File: src/rtl/cbfp_pkg.sv
// cbfp_pkg: shared constants and types for the stage-0 CBFP block scheduler.
package cbfp_pkg;

   localparam int BATCH_SIZE = 16;
   localparam int BLOCK_SIZE = 64;
   localparam int FRAME_SIZE = 512;
   localparam int BPB        = BLOCK_SIZE / BATCH_SIZE;   // beats per block
   localparam int NBLK       = FRAME_SIZE / BLOCK_SIZE;   // blocks per frame
   localparam int IDX_W      = 5;
   localparam int GAP_CYC    = 2;
   localparam int TIMEOUT    = 16;

   localparam int BEAT_W = $clog2(BPB);
   localparam int BLK_W  = $clog2(NBLK);
   localparam int GAP_W  = $clog2(GAP_CYC + 1);
   localparam int TMO_W  = $clog2(TIMEOUT);

   typedef logic [IDX_W-1:0] idx_t;

   typedef enum logic [1:0] {
      GAP  = 2'd0,
      FEED = 2'd1,
      WAIT = 2'd2
   } state_t;

endpackage

File: src/rtl/cbfp_idx_tbl.sv
// cbfp_idx_tbl: NBLK x IDX_W shift-index table. One write port, one
// registered read port (1-cycle latency). Reads see the pre-write contents
// when both hit the same entry in the same cycle. All entries clear on reset.
module cbfp_idx_tbl
   import cbfp_pkg::*;
(
   input  logic             clk,
   input  logic             rstn,
   input  logic             wr_en,
   input  logic [BLK_W-1:0] wr_addr,
   input  idx_t             wr_data,
   input  logic             rd_en,
   input  logic [BLK_W-1:0] rd_addr,
   output idx_t             rd_data
);

   idx_t mem_reg [NBLK];
   idx_t rd_data_reg;

   // Table storage; cleared on reset so a fresh frame never reads stale indices
   always_ff @(posedge clk or negedge rstn) begin
      if (!rstn) begin
         for (int i = 0; i < NBLK; i++) begin
            mem_reg[i] <= '0;
         end
      end else if (wr_en) begin
         mem_reg[wr_addr] <= wr_data;
      end
   end

   // Registered read; samples the array before this cycle's write lands
   always_ff @(posedge clk or negedge rstn) begin
      if (!rstn) begin
         rd_data_reg <= '0;
      end else if (rd_en) begin
         rd_data_reg <= mem_reg[rd_addr];
      end
   end

   assign rd_data = rd_data_reg;

endmodule

File: src/rtl/cbfp_blk_sched.sv
// cbfp_blk_sched: admits four 16-sample beats per CBFP block, holds upstream
// off while the normaliser drains the block, records each block's shift
// index, and flags a stalled normaliser with a sticky error.
// Optional statistics outputs are built when CBFP_BLK_SCHED_STATS_EN is defined.
module cbfp_blk_sched
   import cbfp_pkg::*;
(
   input  logic             clk,
   input  logic             rstn,
   input  logic             up_valid,
   output logic             up_ready,
   output logic             cbfp_in_valid,
   input  logic             cbfp_valid_out,
   input  idx_t             cbfp_index,
   output logic             blk_first,
   output logic             frame_done,
   input  logic             idx_rd_en,
   input  logic [BLK_W-1:0] idx_rd_addr,
   output idx_t             idx_rd_data,
   output logic             idx_tbl_full,
   output logic             err_timeout,
   input  logic             err_clr
`ifdef CBFP_BLK_SCHED_STATS_EN
   ,
   output logic [15:0]      stat_blk_cnt,
   output idx_t             stat_idx_max,
   output idx_t             stat_idx_min
`endif
);

   state_t              state_reg,      state_next;
   logic [GAP_W-1:0]    gap_cnt_reg,    gap_cnt_next;
   logic [BEAT_W-1:0]   beat_cnt_reg,   beat_cnt_next;
   logic [BEAT_W-1:0]   out_cnt_reg,    out_cnt_next;
   logic [BLK_W-1:0]    blk_cnt_reg,    blk_cnt_next;
   logic [TMO_W-1:0]    tmo_cnt_reg,    tmo_cnt_next;
   logic                frame_done_reg, frame_done_next;
   logic                tbl_full_reg,   tbl_full_next;
   logic                err_reg,        err_next;
   logic                tbl_wr_en;
   logic                accept;

   // State and counter registers
   always_ff @(posedge clk or negedge rstn) begin
      if (!rstn) begin
         state_reg      <= GAP;
         gap_cnt_reg    <= '0;
         beat_cnt_reg   <= '0;
         out_cnt_reg    <= '0;
         blk_cnt_reg    <= '0;
         tmo_cnt_reg    <= '0;
         frame_done_reg <= 1'b0;
         tbl_full_reg   <= 1'b0;
         err_reg        <= 1'b0;
      end else begin
         state_reg      <= state_next;
         gap_cnt_reg    <= gap_cnt_next;
         beat_cnt_reg   <= beat_cnt_next;
         out_cnt_reg    <= out_cnt_next;
         blk_cnt_reg    <= blk_cnt_next;
         tmo_cnt_reg    <= tmo_cnt_next;
         frame_done_reg <= frame_done_next;
         tbl_full_reg   <= tbl_full_next;
         err_reg        <= err_next;
      end
   end

   // Next-state, counter updates and handshake outputs
   always_comb begin
      state_next      = state_reg;
      gap_cnt_next    = gap_cnt_reg;
      beat_cnt_next   = beat_cnt_reg;
      out_cnt_next    = out_cnt_reg;
      blk_cnt_next    = blk_cnt_reg;
      tmo_cnt_next    = tmo_cnt_reg;
      frame_done_next = 1'b0;
      tbl_full_next   = tbl_full_reg;
      err_next        = err_reg & ~err_clr;   // a timeout below overrides the clear
      tbl_wr_en       = 1'b0;
      up_ready        = 1'b0;

      case (state_reg)
         GAP: begin
            // Gives the normaliser its IDLE->COLLECT turnaround
            if (gap_cnt_reg == GAP_W'(GAP_CYC - 1)) begin
               gap_cnt_next = '0;
               state_next   = FEED;
            end else begin
               gap_cnt_next = gap_cnt_reg + GAP_W'(1);
            end
         end

         FEED: begin
            up_ready = 1'b1;
            if (up_valid) begin
               beat_cnt_next = beat_cnt_reg + BEAT_W'(1);
               if (beat_cnt_reg == BEAT_W'(BPB - 1)) begin
                  state_next   = WAIT;
                  tmo_cnt_next = '0;
               end
            end
         end

         WAIT: begin
            if (cbfp_valid_out) begin
               tmo_cnt_next = '0;
               out_cnt_next = out_cnt_reg + BEAT_W'(1);
               // The block's index is valid on its first output beat
               if (out_cnt_reg == '0) begin
                  tbl_wr_en = 1'b1;
                  if (blk_cnt_reg == '0) begin
                     tbl_full_next = 1'b0;
                  end
               end
               if (out_cnt_reg == BEAT_W'(BPB - 1)) begin
                  blk_cnt_next = blk_cnt_reg + BLK_W'(1);
                  state_next   = GAP;
                  if (blk_cnt_reg == BLK_W'(NBLK - 1)) begin
                     frame_done_next = 1'b1;
                     tbl_full_next   = 1'b1;
                  end
               end
            end else if (tmo_cnt_reg == TMO_W'(TIMEOUT - 1)) begin
               // Normaliser stalled: abort the frame and restart at block 0
               err_next      = 1'b1;
               beat_cnt_next = '0;
               out_cnt_next  = '0;
               blk_cnt_next  = '0;
               tmo_cnt_next  = '0;
               tbl_full_next = 1'b0;
               state_next    = GAP;
            end else begin
               tmo_cnt_next = tmo_cnt_reg + TMO_W'(1);
            end
         end

         default: begin
            state_next = GAP;
         end
      endcase
   end

   assign accept        = up_valid & up_ready;
   assign cbfp_in_valid = accept;
   assign blk_first     = accept && (beat_cnt_reg == '0) && (blk_cnt_reg == '0);
   assign frame_done    = frame_done_reg;
   assign idx_tbl_full  = tbl_full_reg;
   assign err_timeout   = err_reg;

   cbfp_idx_tbl u_idx_tbl (
      .clk     (clk),
      .rstn    (rstn),
      .wr_en   (tbl_wr_en),
      .wr_addr (blk_cnt_reg),
      .wr_data (cbfp_index),
      .rd_en   (idx_rd_en),
      .rd_addr (idx_rd_addr),
      .rd_data (idx_rd_data)
   );

`ifdef CBFP_BLK_SCHED_STATS_EN
   logic [15:0] stat_blk_cnt_reg;
   idx_t        stat_idx_max_reg;
   idx_t        stat_idx_min_reg;

   // Running statistics, updated whenever a block index is recorded
   always_ff @(posedge clk or negedge rstn) begin
      if (!rstn) begin
         stat_blk_cnt_reg <= '0;
         stat_idx_max_reg <= '0;
         stat_idx_min_reg <= '1;
      end else if (tbl_wr_en) begin
         if (stat_blk_cnt_reg != 16'hFFFF) begin
            stat_blk_cnt_reg <= stat_blk_cnt_reg + 16'd1;
         end
         if (cbfp_index > stat_idx_max_reg) begin
            stat_idx_max_reg <= cbfp_index;
         end
         if (cbfp_index < stat_idx_min_reg) begin
            stat_idx_min_reg <= cbfp_index;
         end
      end
   end

   assign stat_blk_cnt = stat_blk_cnt_reg;
   assign stat_idx_max = stat_idx_max_reg;
   assign stat_idx_min = stat_idx_min_reg;
`endif

endmodule
File: config.mk
export PLATFORM = sky130hd
export DESIGN_NAME = cbfp_blk_sched
export DESIGN_NICKNAME = d
export VERILOG_FILES = /design/src/rtl/cbfp_pkg.sv /design/src/rtl/cbfp_idx_tbl.sv /design/src/rtl/cbfp_blk_sched.sv
export SDC_FILE = /design/constraint.sdc
export NUM_CORES = 1
export LEC_CHECK = 0
export BUFFER_PORTS_ARGS = -buffer_cell sky130_fd_sc_hd__buf_2
export CORE_ASPECT_RATIO = 0.6
export CORE_MARGIN = 2
export CORE_UTILIZATION = 45
export CTS_BUF_LIST = sky130_fd_sc_hd__clkbuf_4 sky130_fd_sc_hd__clkbuf_8
export DETAILED_ROUTE_END_ITERATION = 6
export MAX_ROUTING_LAYER = met4
export PLACE_DENSITY = 0.62
export SLEW_MARGIN = 10
export SYNTH_ARGS = -nofsm -noshare
export SYNTH_HDL_FRONTEND = slang
export SYNTH_SLANG_ARGS = --single-unit
File: constraint.sdc
create_clock -name clk -period 5.01 [get_ports clk]
set_clock_uncertainty 0.1 [all_clocks]
set_input_delay 1.002 -clock clk [delete_from_list [all_inputs] [get_ports clk]]
set_output_delay 1.002 -clock clk [all_outputs]
set_load 0.01 [all_outputs]
## Yosys cells after proc, flatten, opt, wreduce, memory -nomap -nowiden

Index checks and enable logic that the tools add are counted.

- $add $sub $neg: 5
- Magnitude comparators: 3
- Equality and inequality tests: 15
- Muxes and demuxes: 43
- Bitwise logic cells: 5
- Reductions and logical operators: 14

Operators by type and width:

| operator | number |
|---|---|
| $bwmux 40 | 1 |
| $mux 2 | 10 |
| $mux 1 | 17 |
| $mux 4 | 4 |
| $bmux 5 s3 | 1 |
| $demux 5 s3 | 1 |
| $mux 5 | 3 |
| $ne 2x2->1 const B | 5 |
| $mux 3 | 3 |
| $ge 4x4->1 const B | 2 |
| $not 3->4 | 2 |
| $pmux 4 s2 | 1 |
| $add 2x1->2 const B | 3 |
| $eq 2x2->1 const B | 3 |
| $logic_not 2->1 | 3 |
| $ne 3x3->1 const B | 2 |
| $pmux 2 s3 | 1 |
| $reduce_and 3->1 | 2 |
| $reduce_and 5->1 | 1 |
| $add 4x1->4 const B | 1 |
| $eq 2x1->1 const B | 2 |
| $eq 4x4->1 const B | 1 |
| $lt 4x1->1 const B | 1 |
| $pmux 2 s2 | 1 |
| other kinds (10) | 14 |

- Register bits: 63
- Input bits: 14
- Output and inout bits: 11

## Longest topological paths before layout

- Word-level depth: 6
- Depth in mapped cells: 6
- Depth with buffers taken out: 5

## Cells and area by module

From an unflattened synthesis, not the netlist that was laid out.

- Cells, all modules: 237
- Area, all modules: 3030.4 um^2

Modules (own cells, without submodules):

| module | times used | cells an instance | area each (um^2) | seq. area each (um^2) |
|---|---|---|---|---|
| cbfp_idx_tbl | 1 | 142 | 2057.0 | 1126.1 |
| cbfp_blk_sched | 1 | 95 | 973.4 | 450.4 |

## Least setup slack after synthesis

Ideal clock, no wire load.

- Kind: input to output
- From: input up_valid
- To: output blk_first
- Data arrival time: 1606 ps
- Data required time: 3908 ps
- Setup slack: 2302 ps
- Stages on the path: 3
- Buffers on the path: 1
- Cells stage by stage: and3b_1 clkbuf_1 and3_1

- Word-level cells in the longest chain between the ends: 3

Ends and longest elaborated chain:

| what | RTL line | text |
|---|---|---|
| from (decl) | cbfp_blk_sched.sv:10 | `input logic up_valid,` |
| $and 1x1->1 | cbfp_blk_sched.sv:143 | `assign accept = up_valid & up_ready;` |
| via cbfp_in_valid | cbfp_blk_sched.sv:12 | `output logic cbfp_in_valid,` |
| $logic_and 1x1->1 (2 in a row) | cbfp_blk_sched.sv:145 | `assign blk_first = accept && (beat_cnt_reg == '0) && (blk_cnt_reg == '0);` |
| to (decl) | cbfp_blk_sched.sv:15 | `output logic blk_first,` |

The timed path passes the listed nets, and every way through them passes these cells.

## Final worst setup path

- From: input up_valid
- To: output blk_first

- Word-level cells in the longest chain between the ends: 3

Ends and longest elaborated chain:

| what | RTL line |
|---|---|
| $and 1x1->1 | cbfp_blk_sched.sv:143 |
| $logic_and 1x1->1 (2 in a row) | cbfp_blk_sched.sv:145 |

No other way between the ends.

==> impl_metrics.toml <==
[run_status]
status = "completed"

[finish]
drive_gt1_frac = 0.359
design_area_um2 = 3440
diodes = 0
final_common_cell = "dfrtp_1"
nets = 287
n_fill_cell = 529
seq_area_um2 = 1580
final_util = 0.549
multi_input_area_um2 = 1350
final_cell_mix = "dfrtp_1, mux2_2, buf_2"
area_delta_synth_final_pct = 14.8
largest_reg_flops = 40

[power]
peakVddDrop_mv = 0.221
pwr_density_cell_nw_per_um2 = 403
clock_power_share = 0.395
p_sw_w = 0.000367
power_frac_comb = 0.158
internal_power_w = 0.00102
total_leakage_power_nw = 1.74
seq_power_share = 0.448
netSwitchingFraction = 0.264

[clock_tree]
htree_levels = 3
cts_post_setup_buffers_inserted = 0
clockBufferDepth = 2
clock_sinks = 63
clk_pin_slew_ps = 70
ctsHoldBuffers = 0
cts_buffers = 9
cts.repair.resized = 0
clk_latency_ps = 350
tritoncts = "built"
cts-root-buf = "clkbuf_8"

[critical_path]
path_class = "input port to output port"
path_max_fanout = 6
cp-start-kind = "input port"
cp_slowest_cell = "and3b_1"
path_common_cell = "buf_2"
arrival_ps = 1670
worstPathCellList = "buf_2 > and3b_1 > and3_1 > buf_2"
slowest_delay_ps = 270
crit_required_ps = 3910
cp_top_family = "simple AND/OR/NAND/NOR gates"
crit_buf_inv = 2
endpoint_kind = "output port"

[synthesis]
synth_area_leader_cell = "dfrtp_1"
synth_top_family_by_area = "multiplexers"
syn-instance-count = 238
synth_edf_count = 0
yosysUniqueCellTypes = 41
synth-seq-cells = 63
synth-simple-area-share = 0.107
synth_ff_type = "dfrtp_1"
syn_area_um2 = 3000
synth_compound_area_frac = 0.0730
yosysWarnings = 0
synthMuxAreaShare = 0.234
async_reset_ff_frac = 1.00
syn_avg_cell_area_um2 = 12.6
ys_seq_area_frac = 0.525
synth_top_area_frac = 0.525
synth_xor_area_frac = 0.00292
syn_nets = 260
synth-adder-area-share = 0.0334
synth_top_cells_by_area = "dfrtp_1, mux2_2, mux2i_1"

[global_routing]
grt_max_degree = 64
grt_pass1_vias = 1831
grt_use_total = 0.197
grt_pass1_wl_um = 9920
antenna_found_initial = 0
grt-ovfl-total = 0

[timing]
finalSetupViolCount = 0
slew_viol_final = 0
hold_violations = 0
period_share = 0.553
max_freq_mhz = 361
worst_slew_pin_slew_ps = 796
tns_ps = 0
min_period_ps = 2770
relSlewSlack = 0.469
rsz0062_at_grt = "false"

[place]
dpl-instance-area_um2 = 3190
io_buffers = 24
place_hpwl_um = 4340
gp_congestion = 0.791

[die]
die_y_um = 67.3
ios = 25
row_count = 22
dieWidth_um = 109
dieArea_um2 = 7360
initial_core_util = 0.478
coreArea_um2 = 6280

[drt]
vias_per_cell = 5.38
drt_pass1_iterations = 4
via_count = 1906
wl_um = 6190
drt_iter0_markers = 120
drtAntennaViolNets = 0
wire_per_inst_um = 17.5
drc = 0

[worst_hold_path]
hp-class = "flop to flop"

[run]
cap_violations = 0
cell usage after synthesis (all sizes together), types with 2 or more instances:
library cell / n
a22o: 8
and3: 3
and3b: 2
buf: 3
clkbuf: 6
dfrtp: 63
ha: 8
inv: 8
mux2: 51
mux2i: 11
nand2: 16
nand2b: 2
nand3: 6
nand4: 3
nand4b: 2
nor2: 6
nor2b: 5
nor3b: 2
o21ai: 5
o22ai: 5
o31ai: 5
or3: 2
or4: 2
worst register-to-register path, cell delays in order (launching register included):
cell and delay, ps:
dfrtp_1 400, inv_1 80, ha_1 220, nand4b_2 160, nor3_1 620, mux2_2 420
worst paths after layout:
kind / startpoint / to / slack [ps] / cells past startpoint
min in group asynchronous: rstn / tmo_cnt_reg[1] / 720 / 2
hold reg to reg: u_idx_tbl.rd_data[2] / u_idx_tbl.rd_data[2] / 390 / 2
setup / recovery: up_valid / blk_first / 2240 / 4
hold / removal: u_idx_tbl.rd_data[2] / u_idx_tbl.rd_data[2] / 390 / 2
setup reg to reg: out_cnt_reg[0] / u_idx_tbl.mem_reg[6] / 2900 / 5
max in group asynchronous: rstn / beat_cnt_reg[1] / 3580 / 2
final cells by class:
type | count | area share
sequential | 63 | 0.458
multi-input combinational | 157 | 0.392
clock buffer | 11 | 0.0421
timing repair buffer | 25 | 0.0371
clock inverter | 5 | 0.0305
tap | 84 | 0.0305
inverter | 9 | 0.00981
per-layer routing:
metal | wire (µm) | GRT usage
met2 | 2270 | 0.231
met5 | 0 | -
met4 | 96 | 0.0775
met3 | 274 | 0.0705
met1 | 3550 | 0.297
through the flow:
step                      power [W]  hold WS [ps]  setup WS [ps]  cells
after floorplan            0.000778           350           2300    238
after global routing        0.00147           405           2130    354
final                       0.00139           387           2240    354
after global placement     0.000847           367           2270    338
after CTS                   0.00141           390           2220    354
after detailed placement   0.000853           368           2250    338
power groups by stage:
stage	clock network (W)	logic [W]	registers [W]
2_1_floorplan	0	0.000167	0.000611
3_3_place_gp	0	0.000217	0.000630
3_5_place_dp	0	0.000222	0.000630
4_1_cts	0.000564	0.000222	0.000621
5_1_grt	0.000587	0.000252	0.000632
6_report	0.000548	0.000219	0.000622
cells by family (layout without fill, tap and decap cells):
kind of cell | after synthesis | after routing
mux | 62 | 62
flops | 63 | 63
buf+inv | 18 | 50
simple gates | 56 | 56
xor+xnor | 1 | 1
compound gates | 30 | 30
fa+ha+maj | 8 | 8
Note: power is estimated with default switching activity, not from simulation.
